**src/rtl/cphase_stream_stage_pkg.sv**
```systemverilog
// Shared definitions for the controlled-phase streaming stage.
// Holds the fixed-point format, the complex sample type, the FSM encodings
// and the twiddle table used by the ROM.
package cphase_stream_stage_pkg;

    // Fixed-point format: Q(TOTAL_WIDTH-FRAC_WIDTH).FRAC_WIDTH, signed.
    localparam int TOTAL_WIDTH = 16;
    localparam int FRAC_WIDTH  = 12;
    localparam int MULT_WIDTH  = 2 * TOTAL_WIDTH;
    localparam int FP_ONE      = 1 << FRAC_WIDTH;

    typedef struct packed {
        logic signed [TOTAL_WIDTH-1:0] re;
        logic signed [TOTAL_WIDTH-1:0] im;
    } cplx_t;

    localparam logic [1:0] ST_IDLE  = 2'd0;
    localparam logic [1:0] ST_LOAD  = 2'd1;
    localparam logic [1:0] ST_RUN   = 2'd2;
    localparam logic [1:0] ST_DRAIN = 2'd3;

    function automatic cplx_t mk_cplx(input int re, input int im);
        cplx_t c;
        c.re = TOTAL_WIDTH'(re);
        c.im = TOTAL_WIDTH'(im);
        return c;
    endfunction

    function automatic logic k_legal(input logic [3:0] k, input int k_max);
        return (k != 4'd0) && (int'(k) <= k_max);
    endfunction

    // (cos, sin)(2*pi/2^k) rounded to nearest; constants assume FRAC_WIDTH = 12.
    // Index 0 and anything past the table is the identity.
    function automatic cplx_t twiddle_lut(input logic [3:0] k);
        case (k)
            4'd1:    return mk_cplx(-4096,    0);
            4'd2:    return mk_cplx(    0, 4096);
            4'd3:    return mk_cplx( 2896, 2896);
            4'd4:    return mk_cplx( 3784, 1567);
            4'd5:    return mk_cplx( 4017,  799);
            4'd6:    return mk_cplx( 4076,  401);
            4'd7:    return mk_cplx( 4091,  201);
            4'd8:    return mk_cplx( 4095,  101);
            default: return mk_cplx(FP_ONE,   0);
        endcase
    endfunction

endpackage

```
**src/rtl/ccmult_pipelined.sv**
```systemverilog
// Fixed-point complex multiplier, 4-cycle latency, no stall.
// Ports: clk, rst_n (async low), a_re/a_im and b_re/b_im operands,
// p_re/p_im = (a*b) >>> FRAC_WIDTH truncated to TOTAL_WIDTH.
module ccmult_pipelined
    import cphase_stream_stage_pkg::*;
(
    input  logic                          clk,
    input  logic                          rst_n,
    input  logic signed [TOTAL_WIDTH-1:0] a_re,
    input  logic signed [TOTAL_WIDTH-1:0] a_im,
    input  logic signed [TOTAL_WIDTH-1:0] b_re,
    input  logic signed [TOTAL_WIDTH-1:0] b_im,
    output logic signed [TOTAL_WIDTH-1:0] p_re,
    output logic signed [TOTAL_WIDTH-1:0] p_im
);
    logic signed [MULT_WIDTH-1:0] rr, ii, ri, ir;
    logic signed [MULT_WIDTH:0]   s_re, s_im, sh_re, sh_im;

    always_ff @(posedge clk or negedge rst_n) begin
        if (!rst_n) begin
            rr <= '0; ii <= '0; ri <= '0; ir <= '0;
            s_re <= '0; s_im <= '0; sh_re <= '0; sh_im <= '0;
            p_re <= '0; p_im <= '0;
        end else begin
            rr    <= MULT_WIDTH'(a_re) * MULT_WIDTH'(b_re);
            ii    <= MULT_WIDTH'(a_im) * MULT_WIDTH'(b_im);
            ri    <= MULT_WIDTH'(a_re) * MULT_WIDTH'(b_im);
            ir    <= MULT_WIDTH'(a_im) * MULT_WIDTH'(b_re);
            s_re  <= (MULT_WIDTH+1)'(rr) - (MULT_WIDTH+1)'(ii);
            s_im  <= (MULT_WIDTH+1)'(ri) + (MULT_WIDTH+1)'(ir);
            // Arithmetic shift: multiplying by FP_ONE returns the input exactly.
            sh_re <= s_re >>> FRAC_WIDTH;
            sh_im <= s_im >>> FRAC_WIDTH;
            p_re  <= TOTAL_WIDTH'(sh_re);
            p_im  <= TOTAL_WIDTH'(sh_im);
        end
    end
endmodule

```
**src/rtl/cphase_stream_stage_twiddle_rom.sv**
```systemverilog
// Twiddle ROM for the controlled-phase stage: K_MAX+1 entries, registered
// output. Ports: clk, rst (sync high), en (load), k (phase index), tw (value).
// k = 0 or k > K_MAX reads as the identity (FP_ONE, 0).
module cphase_twiddle_rom
    import cphase_stream_stage_pkg::*;
#(
    parameter int K_MAX = 8
) (
    input  logic       clk,
    input  logic       rst,
    input  logic       en,
    input  logic [3:0] k,
    output cplx_t      tw
);
    always_ff @(posedge clk) begin
        if (rst)
            tw <= mk_cplx(FP_ONE, 0);
        else if (en)
            tw <= k_legal(k, K_MAX) ? twiddle_lut(k) : mk_cplx(FP_ONE, 0);
    end
endmodule

```
**src/rtl/cphase_stream_stage.sv**
```systemverilog
// Streaming controlled-phase stage of the QFT datapath.
// Takes one gate config (ctrl, tgt, k), then 2^N_QUBITS amplitudes in index
// order; amplitudes with both ctrl and tgt bits set are rotated by
// exp(+i*2*pi/2^k), the rest pass through a multiply by 1.0.
// Ports: cfg_* config handshake + cfg_err pulse, in_* amplitude stream,
// out_* result stream (idx/last tagged), busy (not IDLE).
module cphase_stream_stage
    import cphase_stream_stage_pkg::*;
#(
    parameter int N_QUBITS   = 4,
    parameter int K_MAX      = 8,
    parameter int FIFO_DEPTH = 8
) (
    input  logic                          clk,
    input  logic                          rst,
    input  logic                          cfg_valid,
    output logic                          cfg_ready,
    input  logic [$clog2(N_QUBITS)-1:0]   cfg_ctrl,
    input  logic [$clog2(N_QUBITS)-1:0]   cfg_tgt,
    input  logic [3:0]                    cfg_k,
    output logic                          cfg_err,
    input  logic                          in_valid,
    output logic                          in_ready,
    input  logic signed [TOTAL_WIDTH-1:0] in_re,
    input  logic signed [TOTAL_WIDTH-1:0] in_im,
    output logic                          out_valid,
    input  logic                          out_ready,
    output logic signed [TOTAL_WIDTH-1:0] out_re,
    output logic signed [TOTAL_WIDTH-1:0] out_im,
    output logic [N_QUBITS-1:0]           out_idx,
    output logic                          out_last,
    output logic                          busy
);
    localparam int IW     = N_QUBITS;
    localparam int QW     = $clog2(N_QUBITS);
    localparam int STAGES = 5;   // operand register + 4 multiplier stages
    localparam int AW     = $clog2(FIFO_DEPTH);
    localparam int CW     = $clog2(FIFO_DEPTH + 1);

    typedef struct packed {
        logic          last;
        logic [IW-1:0] idx;
        cplx_t         d;
    } entry_t;

    logic [1:0]    state;
    logic [QW-1:0] ctrl_q, tgt_q;
    logic [3:0]    k_q;
    logic [IW-1:0] idx_q;
    cplx_t         tw, a_q, b_q, prod;

    logic              in_fire, push, pop;
    logic [STAGES:1]   vld_pipe, last_pipe;
    logic [STAGES:1][IW-1:0] idx_pipe;
    logic [2:0]        inflight;
    logic [CW:0]       credit_used;

    entry_t        mem [FIFO_DEPTH];
    logic [AW-1:0] wr_ptr, rd_ptr;
    logic [CW-1:0] count;

    function automatic logic [AW-1:0] ptr_next(input logic [AW-1:0] p);
        return (p == AW'(FIFO_DEPTH - 1)) ? '0 : p + 1'b1;
    endfunction

    // Handshake outputs are masked while rst is high so nothing is
    // offered or accepted before the state has actually cleared.
    assign inflight    = 3'($countones(vld_pipe));
    assign credit_used = (CW+1)'(count) + (CW+1)'(inflight);
    assign cfg_ready   = !rst && (state == ST_IDLE);
    assign busy        = !rst && (state != ST_IDLE);
    assign in_ready    = !rst && (state == ST_RUN) && (credit_used < (CW+1)'(FIFO_DEPTH));
    assign in_fire     = in_valid && in_ready;
    assign out_valid   = !rst && (count != '0);
    assign push        = vld_pipe[STAGES];
    assign pop         = out_valid && out_ready;

    always_ff @(posedge clk) begin
        if (rst) begin
            state   <= ST_IDLE;
            ctrl_q  <= '0;
            tgt_q   <= '0;
            k_q     <= '0;
            idx_q   <= '0;
            cfg_err <= 1'b0;
        end else begin
            cfg_err <= 1'b0;
            case (state)
                ST_IDLE: if (cfg_valid) begin
                    ctrl_q  <= cfg_ctrl;
                    tgt_q   <= cfg_tgt;
                    k_q     <= cfg_k;
                    // Registered so the pulse lands in the LOAD cycle.
                    cfg_err <= !k_legal(cfg_k, K_MAX);
                    state   <= ST_LOAD;
                end
                ST_LOAD: begin
                    idx_q <= '0;
                    state <= ST_RUN;
                end
                ST_RUN: if (in_fire) begin
                    idx_q <= idx_q + 1'b1;
                    if (idx_q == '1) state <= ST_DRAIN;
                end
                default: if (inflight == 3'd0 && count == '0) state <= ST_IDLE;
            endcase
        end
    end

    // The ROM's output register doubles as the twiddle register, loaded in LOAD.
    cphase_twiddle_rom #(.K_MAX(K_MAX)) u_rom (
        .clk (clk),
        .rst (rst),
        .en  (state == ST_LOAD),
        .k   (k_q),
        .tw  (tw)
    );

    // Operand stage; data registers free-run, vld_pipe qualifies them.
    always_ff @(posedge clk) begin
        if (rst) begin
            a_q       <= '0;
            b_q       <= mk_cplx(FP_ONE, 0);
            vld_pipe  <= '0;
            last_pipe <= '0;
            idx_pipe  <= '0;
        end else begin
            a_q       <= '{re: in_re, im: in_im};
            b_q       <= (idx_q[ctrl_q] && idx_q[tgt_q]) ? tw : mk_cplx(FP_ONE, 0);
            vld_pipe  <= {vld_pipe[STAGES-1:1], in_fire};
            last_pipe <= {last_pipe[STAGES-1:1], idx_q == '1};
            idx_pipe  <= {idx_pipe[STAGES-1:1], idx_q};
        end
    end

    ccmult_pipelined u_mult (
        .clk   (clk),
        .rst_n (~rst),
        .a_re  (a_q.re),
        .a_im  (a_q.im),
        .b_re  (b_q.re),
        .b_im  (b_q.im),
        .p_re  (prod.re),
        .p_im  (prod.im)
    );

    // Output FIFO. The credit rule keeps count + inflight <= FIFO_DEPTH,
    // so the multiplier output can always be written.
    always_ff @(posedge clk) begin
        if (push) mem[wr_ptr] <= '{last: last_pipe[STAGES], idx: idx_pipe[STAGES], d: prod};
    end

    always_ff @(posedge clk) begin
        if (rst) begin
            wr_ptr <= '0;
            rd_ptr <= '0;
            count  <= '0;
        end else begin
            if (push) wr_ptr <= ptr_next(wr_ptr);
            if (pop)  rd_ptr <= ptr_next(rd_ptr);
            case ({push, pop})
                2'b10:   count <= count + 1'b1;
                2'b01:   count <= count - 1'b1;
                default: count <= count;
            endcase
        end
    end

    no_overflow: assert property (@(posedge clk) disable iff (rst)
        !(push && !pop && count == CW'(FIFO_DEPTH)));

    // Outputs read as zero when empty; stable while stalled since rd_ptr holds.
    assign out_re   = out_valid ? mem[rd_ptr].d.re : '0;
    assign out_im   = out_valid ? mem[rd_ptr].d.im : '0;
    assign out_idx  = out_valid ? mem[rd_ptr].idx  : '0;
    assign out_last = out_valid && mem[rd_ptr].last;
endmodule

```
**config.mk**
```make
export PLATFORM = sky130hd
export DESIGN_NAME = cphase_stream_stage
export DESIGN_NICKNAME = d
export VERILOG_FILES = /design/src/rtl/cphase_stream_stage_pkg.sv /design/src/rtl/ccmult_pipelined.sv /design/src/rtl/cphase_stream_stage_twiddle_rom.sv /design/src/rtl/cphase_stream_stage.sv
export SDC_FILE = /design/constraint.sdc
export NUM_CORES = 2
export LEC_CHECK = 0
export ABC_AREA = 0
export CAP_MARGIN = 20
export CORE_ASPECT_RATIO = 1.5
export CORE_MARGIN = 5
export CORE_UTILIZATION = 40
export CTS_CLUSTER_SIZE = 28
export DETAILED_ROUTE_END_ITERATION = 8
export PLACE_DENSITY_LB_ADDON = 0.15
export SYNTH_ARGS = -nofsm -noshare
export SYNTH_HDL_FRONTEND = slang
export SYNTH_SLANG_ARGS = --single-unit
export TNS_END_PERCENT = 20
```
**constraint.sdc**
```tcl
create_clock -name clk -period 14.6 [get_ports clk]
set_input_delay 2.92 -clock clk [delete_from_list [all_inputs] [get_ports clk]]
set_output_delay 2.92 -clock clk [all_outputs]
set_load 0.005 [all_outputs]
```
==> run metrics <==
unrepaired setup endpoints after global routing=false; Post-Syn Nets=around 6400; mapped cell area=56300 um^2; Main synth FF type=edfxtp_1; post-synth top area cell=fa_1; Die Y-Extent=about 470 um; top achievable clock speed=around 130 MHz; startpoint types=input port; GRT Resource Usage Total=0.192; Worst-Margin Slew=approximately 1100 ps; Setup CP Type=in2out; vias=roughly 34000; Worst Path Arrival=between 4000 and 5000 ps; Initial Util=0.402; Avg Inst Size Synth=between 10 and 15 um^2; largest net degree at the start of global routing=between 80 and 90; Die W=316 um; Post-Synthesis Cells=between 5000 and 6000; row count=168; Seq cells post-synth=666; P_leak=roughly 30 nW; fin crit share=0.508; Placer Congestion=0.817; max_cap viols=0; share of the yosys chip area belonging to registers=0.308; combinational power share=0.071; Fin. Hold Viols=0; fraction of registers with async set/reset=0.312; CTS sink cnt=666; CP Max Fanout=38; H-Tree Level Count=3; fin area=61800 um^2; outcome=completed; vias in the first global route=around 38000; Power Dens Cells=between 60 and 70 nW/um^2; initial DRC count=between 1500 and 2000; dpl cell area=~60000 um^2; Slew headroom=0.284; Setup Buffers After CTS=0; Antenna Nets Post-Route=0; Net Switching=approximately 0.0010 W; total CTS buffers=between 70 and 80; clock root buffer master=clkbuf_16; post-synthesis simple-gate area fraction=0.109; Worst Setup End Kind=primary output; WL final=~140 mm; first-pass GRT wire length=between 200 and 250 mm; IO Count=87; top cells by area, synth=fa_1 (30%), edfxtp_1 (16%), dfrtp_1 (9.2%), ha_1 (8.3%), inv_1 (7.7%); post-synthesis cell type count=66; Internal Pwr Total=approximately 0.0032 W; sequential power share=0.496; drc violations=0; Final Skew=between 20 and 30 ps; fin cells=a little over 7000; Port Buffers=86; WHS=between 300 and 400 ps; Synthesis Warnings=0; Nets=around 6500; EDFF count, synth=between 200 and 300; sw frac=0.246; Hold Crit Class=reg2reg; Clock Power Share=0.433; post-synthesis compound-gate area fraction=0.0436; Adder-Cell Fraction of Synth Area=0.381; Final min period=between 7000 and 8000 ps; post-CTS sizing=0; Layout area overhead=9.70%; WP data required=between 10000 and 15000 ps; largest family of logic cells by synthesized area=adder cells; worst skew pair latency=roughly 700 ps; fin. max-slew vios=0; Power Total=0.00419 W; Final setup viols=0; Placed Cells=approximately 7000; hpwl dp=roughly 100 mm; total core area=between 100000 and 150000 um^2; initial antenna violation count=9; xor-xnor portion of the synthesized cell area=0.0306; Die Footprint=~150000 um^2; area share of the leading cell type in the synthesized netlist=0.297; CTS Hold Buffers Added=0; fill count=about 13000; Congestion Overflow GR=0; Sum Neg Setup Slack=0 ps; CTS tree=yes; WL/cell=a little under 20 um; Clock transition at path regs=60 ps; mux cell area share after synthesis=0.0382; share of cells above drive strength 1=0.0575; drt pass-1 iters=5; vias per cell=about 4.8; Worst VDD drop=between 70 and 80 uV; Clock Path Buffers=3
-- final timing paths --
kind / startpoint / endpoint / slack, ps / depth (start not counted)
setup / recovery: rst / out_im[5] / 7190 / 4
hold / removal: u_mult.sh_im[8] / u_mult.p_im[8] / 340 / 0
setup reg to reg: b_q[26] / u_mult.ir[27] / 7800 / 21
hold reg to reg: u_mult.sh_im[8] / u_mult.p_im[8] / 340 / 0
max in group asynchronous: rst / u_mult.ri[13] / 9540 / 5
min in group asynchronous: rst / u_mult.ii[26] / 2840 / 3
-- cell usage in the layout (no fill, tap or decap), drive strengths merged, types with 6 or more instances in the layout --
master         count
o31ai             12
or2                6
nor2b             87
a211oi             8
a31oi             12
mux4              76
a21o              49
and3               8
nand4              8
nand2b            26
o21bai            19
or3                9
mux2i             44
o21a              35
xnor2            147
a31o               8
dfxtp            162
nor2             176
nand2            487
clkbuf           113
nor4               6
nand3             29
a21oi            131
xor2              50
clkinv            12
nor3              22
clkdlybuf4s50     85
inv             1160
dfrtp            208
buf               74
ha               374
edfxtp           296
fa               837
and2             378
o21ai             62
-- registers in the layout, summed over array words and instances (netlist names), 20 cells and up, named ones only --
| name | flops |
|---|---|
| u_mult.ii | 28 |
| u_rom.tw | 24 |
| a_q | 32 |
| u_mult.rr | 28 |
| idx_pipe | 20 |
| u_mult.ir | 28 |
| b_q | 24 |
| mem | 296 |
| u_mult.ri | 28 |
-- Yosys cell counts (all sizes together) (4+ instances only) --
master and count:
a31o 8, a211o 5, or2 6, a211oi 8, nor2b 87, xnor2 147
dfrtp 208, o21ai 62, o22ai 4, mux4 76, a21oi 131, nand2b 26
buf 15, o21a 35, and2 378, nor3 22, a21o 49, inv 1155
fa 837, or3 9, or4 5, edfxtp 296, nand3 29, a31oi 12
clkbuf 184, nor2 176, o21bai 19, o31ai 12, dfxtp 162, mux2i 44
o211ai 4, nor4 6, nand2 487, a2111oi 4, and3 8, a21boi 5
nand4 8, ha 374, xor2 50
-- layer usage --
| layer | GRT usage | part of all wire |
|---|---|---|
| met4 | 0.0719 | 0.039 |
| met2 | 0.360 | 0.55 |
| met3 | 0.0215 | 0.035 |
| met1 | 0.222 | 0.38 |
| met5 | 0 | 0 |
-- logic make-up after synthesis --
kind of cell | after synthesis
simple gates | 1254
xor+xnor | 197
fa+ha+maj | 1212
buf+inv | 1354
compound gates | 380
flops | 666
mux | 120
-- critical path, cell delays in order --
cell and delay, ps:
buf_4 170, or2_2 590, nor2_1 230, clkdlybuf4s50_1 520
-- metrics by stage --
stage / worst slack, ps / util
6_report: 7190 / 0.442
5_1_grt: 7070 / 0.442
4_1_cts: 7140 / 0.441
3_5_place_dp: 7140 / 0.425
3_3_place_gp: 7190 / 0.425
2_1_floorplan: 5550 / -
-- power by group through the flow --
stage	Clock (W)	Sequential, W	Combinational (W)
after floorplan	0	0.00210	0.000186
after global placement	0	0.00211	0.000301
after detailed placement	0	0.00212	0.000302
after CTS	0.00188	0.00208	0.000303
after global routing	0.00195	0.00209	0.000330
final	0.00181	0.00208	0.000297
-- final cells by class --
class                      count  area [um^2]  share of cell area
multi-input combinational   3163        34000               0.550
sequential                   666        17400               0.281
inverter                    1155         4340              0.0703
tap                         1870         2340              0.0379
clock buffer                 112         2140              0.0346
timing repair buffer         160         1410              0.0229
clock inverter                18          220             0.00356
antenna                        5         12.5            0.000202
(Power assumes the default switching activity.)
